[src/rtl/arb_pkg.sv]
// Shared types and helpers for the weighted round-robin burst arbiter.
package arb_pkg;

  typedef enum logic {ARB_IDLE, ARB_GRANT} arb_state_t;

  localparam int ARB_DEFAULT_WEIGHT = 4;
  localparam int ARB_MAX_REQ        = 16;

  function automatic logic [ARB_MAX_REQ-1:0] idx_to_onehot(input logic [3:0] idx);
    logic [ARB_MAX_REQ-1:0] oh;
    oh      = '0;
    oh[idx] = 1'b1;
    return oh;
  endfunction

endpackage

[src/rtl/rr_pick.sv]
// Combinational rotating-priority picker: first set mask bit from ptr upward,
// with an optional index pushed to the very end of the search order.
module rr_pick #(
  parameter  int N     = 4,
  localparam int IDX_W = $clog2(N)
) (
  input  logic [N-1:0]     mask,
  input  logic [IDX_W-1:0] ptr,
  input  logic [IDX_W-1:0] last_idx,
  input  logic             last_en,
  output logic [IDX_W-1:0] sel_idx,
  output logic             found
);

  logic [N-1:0]     prim;
  logic [IDX_W-1:0] cand;

  always_comb begin
    prim    = mask;
    cand    = '0;
    sel_idx = '0;
    found   = 1'b0;
    if (last_en) prim[last_idx] = 1'b0;
    for (int k = 0; k < N; k++) begin
      cand = IDX_W'((int'(ptr) + k) % N);
      if (!found && prim[cand]) begin
        sel_idx = cand;
        found   = 1'b1;
      end
    end
    // The deprioritised index wins only when nobody else wants the resource.
    if (!found && last_en && mask[last_idx]) begin
      sel_idx = last_idx;
      found   = 1'b1;
    end
  end

endmodule

[src/rtl/wrr_burst_arbiter.sv]
// Weighted round-robin arbiter: each owner keeps the grant for up to weight[i]
// cycles, then the grant rotates with no idle bubble.
module wrr_burst_arbiter
  import arb_pkg::*;
#(
  parameter  int NUM_REQUESTS   = 4,
  parameter  int WEIGHT_W       = 3,
  parameter  int DEFAULT_WEIGHT = ARB_DEFAULT_WEIGHT,
  localparam int IDX_W          = $clog2(NUM_REQUESTS)
) (
  input  logic                    clk,
  input  logic                    reset,
  input  logic [NUM_REQUESTS-1:0] req,
  input  logic                    weight_wr_en,
  input  logic [IDX_W-1:0]        weight_wr_idx,
  input  logic [WEIGHT_W-1:0]     weight_wr_data,
  output logic [NUM_REQUESTS-1:0] grant,
  output logic                    grant_valid,
  output logic [IDX_W-1:0]        grant_idx,
  output logic                    tenure_last
);

  arb_state_t             state;
  logic [WEIGHT_W-1:0]    weight_q [NUM_REQUESTS];
  logic [WEIGHT_W-1:0]    count;
  logic [WEIGHT_W-1:0]    limit;
  logic [IDX_W-1:0]       ptr;
  logic [IDX_W-1:0]       next_ptr;
  logic [IDX_W-1:0]       pick_ptr;
  logic [IDX_W-1:0]       sel_idx;
  logic [NUM_REQUESTS-1:0] eligible;
  logic                   found;
  logic                   owner_req;
  logic                   at_limit;
  logic [ARB_MAX_REQ-1:0] sel_onehot;

  always_comb begin
    eligible = '0;
    for (int i = 0; i < NUM_REQUESTS; i++)
      eligible[i] = req[i] && (weight_q[i] != '0);
  end

  assign next_ptr    = (int'(grant_idx) == NUM_REQUESTS - 1) ? '0 : grant_idx + IDX_W'(1);
  assign pick_ptr    = (state == ARB_GRANT) ? next_ptr : ptr;
  assign owner_req   = req[grant_idx];
  assign at_limit    = (count == limit - WEIGHT_W'(1));
  assign grant_valid = |grant;
  assign tenure_last = grant_valid & at_limit & owner_req;
  assign sel_onehot  = idx_to_onehot(4'(sel_idx));

  rr_pick #(.N(NUM_REQUESTS)) u_pick (
    .mask     (eligible),
    .ptr      (pick_ptr),
    .last_idx (grant_idx),
    .last_en  (state == ARB_GRANT),
    .sel_idx  (sel_idx),
    .found    (found)
  );

  always_ff @(posedge clk) begin
    if (reset) begin
      for (int i = 0; i < NUM_REQUESTS; i++) weight_q[i] <= WEIGHT_W'(DEFAULT_WEIGHT);
    end else if (weight_wr_en && int'(weight_wr_idx) < NUM_REQUESTS) begin
      weight_q[weight_wr_idx] <= weight_wr_data;
    end
  end

  always_ff @(posedge clk) begin
    if (reset) begin
      state     <= ARB_IDLE;
      grant     <= '0;
      grant_idx <= '0;
      count     <= '0;
      limit     <= '0;
      ptr       <= '0;
    end else begin
      case (state)
        ARB_IDLE: begin
          if (found) begin
            state     <= ARB_GRANT;
            grant     <= sel_onehot[NUM_REQUESTS-1:0];
            grant_idx <= sel_idx;
            count     <= '0;
            limit     <= weight_q[sel_idx];
          end
        end
        ARB_GRANT: begin
          if (owner_req && count < limit - WEIGHT_W'(1)) begin
            count <= count + WEIGHT_W'(1);
          end else begin
            // Tenure complete or released early: hand over on this edge.
            ptr <= next_ptr;
            if (found) begin
              grant     <= sel_onehot[NUM_REQUESTS-1:0];
              grant_idx <= sel_idx;
              count     <= '0;
              limit     <= weight_q[sel_idx];
            end else begin
              state     <= ARB_IDLE;
              grant     <= '0;
              grant_idx <= '0;
              count     <= '0;
            end
          end
        end
        default: state <= ARB_IDLE;
      endcase
    end
  end

endmodule
[config.mk]
export PLATFORM = sky130hd
export DESIGN_NAME = wrr_burst_arbiter
export DESIGN_NICKNAME = d
export VERILOG_FILES = /design/src/rtl/arb_pkg.sv /design/src/rtl/rr_pick.sv /design/src/rtl/wrr_burst_arbiter.sv
export SDC_FILE = /design/constraint.sdc
export NUM_CORES = 1
export LEC_CHECK = 0
export CAP_MARGIN = 20
export CORE_UTILIZATION = 59
export CTS_CLUSTER_SIZE = 24
export DETAILED_ROUTE_END_ITERATION = 6
export GPL_TIMING_DRIVEN = 0
export PLACE_DENSITY = 0.93
export RECOVER_POWER = 50
export REMOVE_ABC_BUFFERS = 1
export SLEW_MARGIN = 20
export SYNTH_ARGS = -nofsm -noshare
export SYNTH_HDL_FRONTEND = slang
export SYNTH_SLANG_ARGS = --single-unit
[constraint.sdc]
create_clock -name clk -period 6.95 [get_ports clk]
set_input_delay 1.39 -clock clk [delete_from_list [all_inputs] [get_ports clk]]
set_output_delay 1.39 -clock clk [all_outputs]
set_load 0.02 [all_outputs]
==> metrics, run 1 <==
status=complete, no violations; share of the synthesized area in the top cell type=0.214; mapped cell area=approximately 1700 um^2; Clock transition at path regs=between 0.15 and 0.2 ns; Hold Slack=slightly below 0.5 ns; TritonCTS Sinks=27; global placement routability congestion=roughly 0.85; first-pass GRT wire length=roughly 6300 um; Setup Fix Bufs, Post-CTS=0; Global Route Usage Sum=0.257; worst path arrival time=3.25 ns; clk buf depth=2; post-DP HPWL=about 2900 um; Rel. slew slack=0.576; critical path type=in -> out; Ys Warns=0; finished layout cell area=about 1900 um^2; antenna-violating nets left=0; Starting DRT DRC Count=50; TritonCTS clock tree=yes; sequential area share after synthesis=0.392; port bufs=19; Final WS setup=approximately 2.3 ns; via count of the first global-routing pass=between 1,000 and 1,500; Layout area overhead=12.6%; Vias=1,375; maxcap violations=0; Max Clock Freq=216 MHz; Final Hold Viols=0; Residual DRC=0; number of flops mapped to enable cells by yosys=12; wirelength, routed=~3600 um; Async SR Flop Fraction=0; Post-Syn Area per Cell=just under 10 um^2; drt pass-1 iters=4; largest area contributor in the netlist=edfxtp_1; die height=55.5 um; post-synthesis simple-gate area fraction=0.242; multiplexer area fraction after synthesis=0.0668; pin count of the biggest net entering global routing=18; via density per instance=6.25; Std-Cell Core Area=between 2000 and 3000 um^2; worst slew pin tran=between 0.6 and 0.7 ns; hold-fix buffer count after cts=0; Initial Util=0.617; synth top area cells=edfxtp_1 21%, dfxtp_1 18%, ha_1 6.7%, mux2i_1 5.3%, and2_1 4.5%; Critical Path Source Type=primary input; Worst VDD drop=between 0.0002 and 0.00025 V; final setup vio count=0; Clock Skews=0.00677 ns; post-synthesis share of cell area spent on xor and xnor gates=0.00519; htree depth=1; crit end category=primary output; setup_tns=0 ns; Non-Filler Instances=220; placed inst area=1890 um^2; Final Cycle Share=0.668; FP Rows=19; Netlist cell types=between 40 and 50; post-DR wirelength/cell=16.3 um; CTS Root Cell=clkbuf_4; Nets=between 200 and 250; full die area=just over 3000 um^2; Mapped Cells=~170; Lkg Pwr=about 0.75 nW; main combinational cell family by area after synthesis=simple AND/OR/NAND/NOR gates; Diodes inserted=0; fin. max-slew vios=0; final core occ=0.695; Num CTS Buffers=3; RSZ-0062 raised after global routing=false; fraction of layout cells with a size suffix above 1=0.0741; total grt overflow=0; most frequent cells in the layout=15 x nor2_1, 15 x dfxtp_1, 12 x clkdlybuf4s50_1, 12 x edfxtp_1; pwr dens=roughly 240 nW/um^2; CP Max Fanout=5; placed cell count=about 220; Post-synth top flop=dfxtp_1; overall power=0.447 mW; initial antenna violation count=0; Compound-Gate Fraction of Synth Area=0.194; register bit total from synthesis=27; clock latency on the worst-skew pair=about 0.34 ns; Critical Path RT=approximately 5.6 ns; Hold Path Class=reg -> reg; min cycle time layout=about 4.6 ns; I/O pin total=20; post-cts sizing count=0; pre-CTS setup slack=approximately 2.4 ns; Synth Area in Adders=0.0668; Die X=around 55 um
sequential cells by signal (all words and copies together), names as in the netlist:
signal and cells:
weight_q 12, grant 4, count 3, limit 3
grant_idx 2, ptr 2, state 1
critical path: stages:
cell             delay, ns
dlygate4sd3_1         0.61
mux4_2                0.53
and3_1                0.19
clkdlybuf4s50_1       0.53
kinds of logic after synthesis:
family,after synthesis
compound gates,39
xor+xnor,1
fa+ha+maj,9
buf+inv,14
flops,27
mux,10
simple gates,72
area by class of cell:
class | count | area, um^2
multi-input cells | 131 | 950
repair buffers | 19 | 190
clock buffers | 3 | 22.5
flip-flops and latches | 27 | 661
well taps | 31 | 38.8
inverters | 8 | 30.0
fillers | 187 | 835
clock inverters | 1 | 7.51
routing by layer:
layer / GRT usage / up-vias / wire (um)
met4: 0.0929 / 0 / 51
met3: 0.0398 / 7 / 115
met1: 0.318 / 663 / 1550
li1: - / 674 / -
met2: 0.451 / 31 / 1860
met5: 0 / - / 0
cell usage after synthesis, drive strengths merged, types with 2 or more instances:
cell / n
nand3b: 2
nor2: 15
a22o: 2
o2111ai: 2
a21o: 3
o22ai: 4
nand2: 8
nor2b: 3
mux2i: 9
nor3b: 2
ha: 9
dfxtp: 15
clkbuf: 2
or2: 5
nand2b: 5
edfxtp: 12
o21ai: 5
or3: 6
a21oi: 5
nor3: 2
o211ai: 2
and2: 12
a31o: 2
buf: 4
nand3: 6
a21boi: 2
inv: 8
a22oi: 2
and3: 5
path summary, 6_finish.rpt:
path | start | to | slack, ns | cells after the start
max | req[3] | tenure_last | 2.31 | 4
min | grant[1] | grant[1] | 0.49 | 2
max reg2reg | grant_idx[0] | limit[2] | 3.92 | 9
min reg2reg | grant[1] | grant[1] | 0.49 | 2
where the power goes:
part / internal [mW] / total [mW] / switching, mW
Clock: 0.0221 / 0.0727 / 0.0507
Sequential: 0.185 / 0.204 / 0.0189
Combinational: 0.0795 / 0.170 / 0.0907
No activity file was read; power rests on OpenSTA's default activity.
==> run 2: changes to the inputs <==
--- a/config.mk
+++ b/config.mk
@@ -6,11 +6,11 @@
 export NUM_CORES = 1
 export LEC_CHECK = 0
 export CAP_MARGIN = 20
-export CORE_UTILIZATION = 59
+export CORE_UTILIZATION = 50
 export CTS_CLUSTER_SIZE = 24
 export DETAILED_ROUTE_END_ITERATION = 6
 export GPL_TIMING_DRIVEN = 0
-export PLACE_DENSITY = 0.93
+export PLACE_DENSITY = 0.84
 export RECOVER_POWER = 50
 export REMOVE_ABC_BUFFERS = 1
 export SLEW_MARGIN = 20
==> constraint.sdc (replaced) <==
create_clock -name clk -period 4.1 [get_ports clk]
set_input_delay 0.82 -clock clk [delete_from_list [all_inputs] [get_ports clk]]
set_output_delay 0.82 -clock clk [all_outputs]
set_load 0.02 [all_outputs]
==> metrics, run 2 (synthesis results as in run 1) <==
hold wc startpoint=limit[0] (was grant[1]); metal1 wirelength=1440 um (was 1550 um); met3 WL=91 um (was 115 um); via count of the first global-routing pass=1,285 (was 1,399); CP Cell Sequence=dlygate4sd3_1, mux4_2, and3_1, clkdlybuf4s50_1 (unchanged); RSZ-0062 raised after global routing=false (unchanged); Vias=1,351 (was 1,375); Global Route Usage Sum=0.216 (was 0.257); finished layout cell area=1930 um^2 (was 1900 um^2); r2r worst-path depth=9 (unchanged); highest metal used=met4 (unchanged); max FFs per register=12 (unchanged); Std-Cell Core Area=3130 um^2 (was 2730 um^2); worst slew pin tran=0.656 ns (was 0.634 ns); reg-to-reg startpoint=grant_idx[0] (unchanged); Regs by FF count=weight_q x12, grant x4 (unchanged); port bufs=19 (unchanged); pre-CTS setup slack=0.644 ns (was 2.38 ns); CP max-delay cell=dlygate4sd3_1 (unchanged); overall power=0.752 mW (was 0.447 mW); global placement routability congestion=0.871 (was 0.848); hold worst-path end=limit[0] (was grant[1]); Rel. slew slack=0.561 (was 0.576); Clock transition at path regs=0.15 ns (was 0.16 ns); Final WS setup=0.551 ns (was 2.31 ns); Lkg Pwr=0.755 nW (about the same); Worst VDD drop=0.000230 V (was 0.000212 V); Final Hold Viols=0 (unchanged); antenna-violating nets left=0 (unchanged); Hold Path Class=reg -> reg (unchanged); min cycle time layout=3.55 ns; clock latency on the worst-skew pair=0.33 ns (was 0.34 ns); Reg-to-Reg End=limit[0] (was limit[2]); Multi-input gate area=968 um^2 (was 950 um^2); Clock Skews=0.00629 ns (was 0.00677 ns); first-pass GRT wire length=5800 um (was 6280 um); fraction of layout cells with a size suffix above 1=0.0794 (was 0.0741); I/O pin total=20 (unchanged); via density per instance=5.80 (was 6.25); status=complete, no violations (unchanged); WHS Path Cells=1 (was 2); Critical Path Source Type=primary input (unchanged); Critical Path RT=3.28 ns (was 5.56 ns); critical path type=in -> out (unchanged); die height=60.1 um (was 55.5 um); Most flops, register=weight_q (unchanged); clk buf depth=2 (unchanged); r2r setup slk=1.08 ns (was 3.92 ns); most frequent cells in the layout=15 x nor2_1, 15 x dfxtp_1, 12 x clkdlybuf4s50_1, 12 x edfxtp_1 (unchanged); worst path arrival time=2.73 ns (was 3.25 ns); Max Clock Freq=between 200 and 300 MHz; hold-fix buffer count after cts=0 (unchanged); FP Rows=20 (was 19); Nets=211 (unchanged); pin count of the biggest net entering global routing=18 (unchanged); Num CTS Buffers=3 (unchanged); Layout area overhead=14.7% (was 12.6%); post-DR wirelength/cell=14.4 um (was 16.3 um); post-cts sizing count=0 (unchanged); setup_tns=0 ns (unchanged); Final Cycle Share=0.866; full die area=3610 um^2 (was 3080 um^2); CTS Root Cell=clkbuf_4 (unchanged); Setup Fix Bufs, Post-CTS=0 (unchanged); wirelength, routed=3360 um (was 3580 um); final setup vio count=0 (unchanged); total grt overflow=0 (unchanged); Starting DRT DRC Count=79 (was 50); TritonCTS clock tree=yes (unchanged); fill cell count=288 (was 187); placed inst area=1900 um^2 (was 1890 um^2); TritonCTS Sinks=27 (unchanged); post-DP HPWL=2710 um (was 2860 um); fin. max-slew vios=0 (unchanged); pwr dens=389 nW/um^2 (was 235 nW/um^2); metal2 WL=1800 um (was 1860 um); Diodes inserted=0 (unchanged); slowest cell delay on critical path=0.64 ns (was 0.61 ns); Residual DRC=0 (unchanged); htree depth=1 (unchanged); maxcap violations=0 (unchanged); CP Max Fanout=5 (unchanged); FF/Latch Area=661 um^2 (unchanged); Initial Util=0.539 (was 0.617); crit end category=primary output (unchanged); Die X=60.1 um (was 55.5 um); initial antenna violation count=0 (unchanged); drt pass-1 iters=5 (was 4)
==> run 2: through the flow <==
| step | std cells | hold slack, ns | utilization |
|---|---|---|---|
| final | 233 | 0.476 | 0.618 |
| after CTS | 233 | 0.482 | 0.618 |
| after global placement | 229 | 0.440 | 0.609 |
| after detailed placement | 229 | 0.448 | 0.609 |
| after global routing | 233 | 0.505 | 0.618 |
| after floorplan | 166 | 0.426 | - |
==> run 2: how the worst max path moves through the flow <==
stage	start	endpoint	slack, ns	cells past startpoint
final	req[3]	tenure_last	0.55	4
after global placement	req[3]	tenure_last	0.66	4
after floorplan	grant_idx[0]	limit[0]	1.37	9
after global routing	req[3]	tenure_last	0.51	4
after CTS	req[3]	tenure_last	0.64	4
after detailed placement	req[3]	tenure_last	0.64	4
==> run 2: power breakdown <==
part / total, mW / switching [mW] / internal, mW
combinational: 0.289 / 0.153 / 0.136
sequential: 0.344 / 0.0315 / 0.313
clock: 0.118 / 0.0810 / 0.0374
total: 0.752 / 0.265 / 0.487
==> run 2: final cells by class <==
| type | instances | area share |
|---|---|---|
| multi-input combinational | 131 | 0.501 |
| inverter | 8 | 0.0155 |
| tap | 44 | 0.0285 |
| clock inverter | 1 | 0.00388 |
| timing repair buffer | 19 | 0.0983 |
| sequential | 27 | 0.342 |
| clock buffer | 3 | 0.0116 |
==> run 2: worst max-delay path, delay by kind of cell <==
kind	cells	cell delay, ns
buffers and inverters	2	1.17
muxes	1	0.55
and+or+nand+nor	1	0.19
==> run 2: per-layer routing <==
layer  up-vias  track usage
li1        672            -
met1       649        0.261
met2        25        0.402
met3         5       0.0325
met4         0       0.0399
met5         -            0
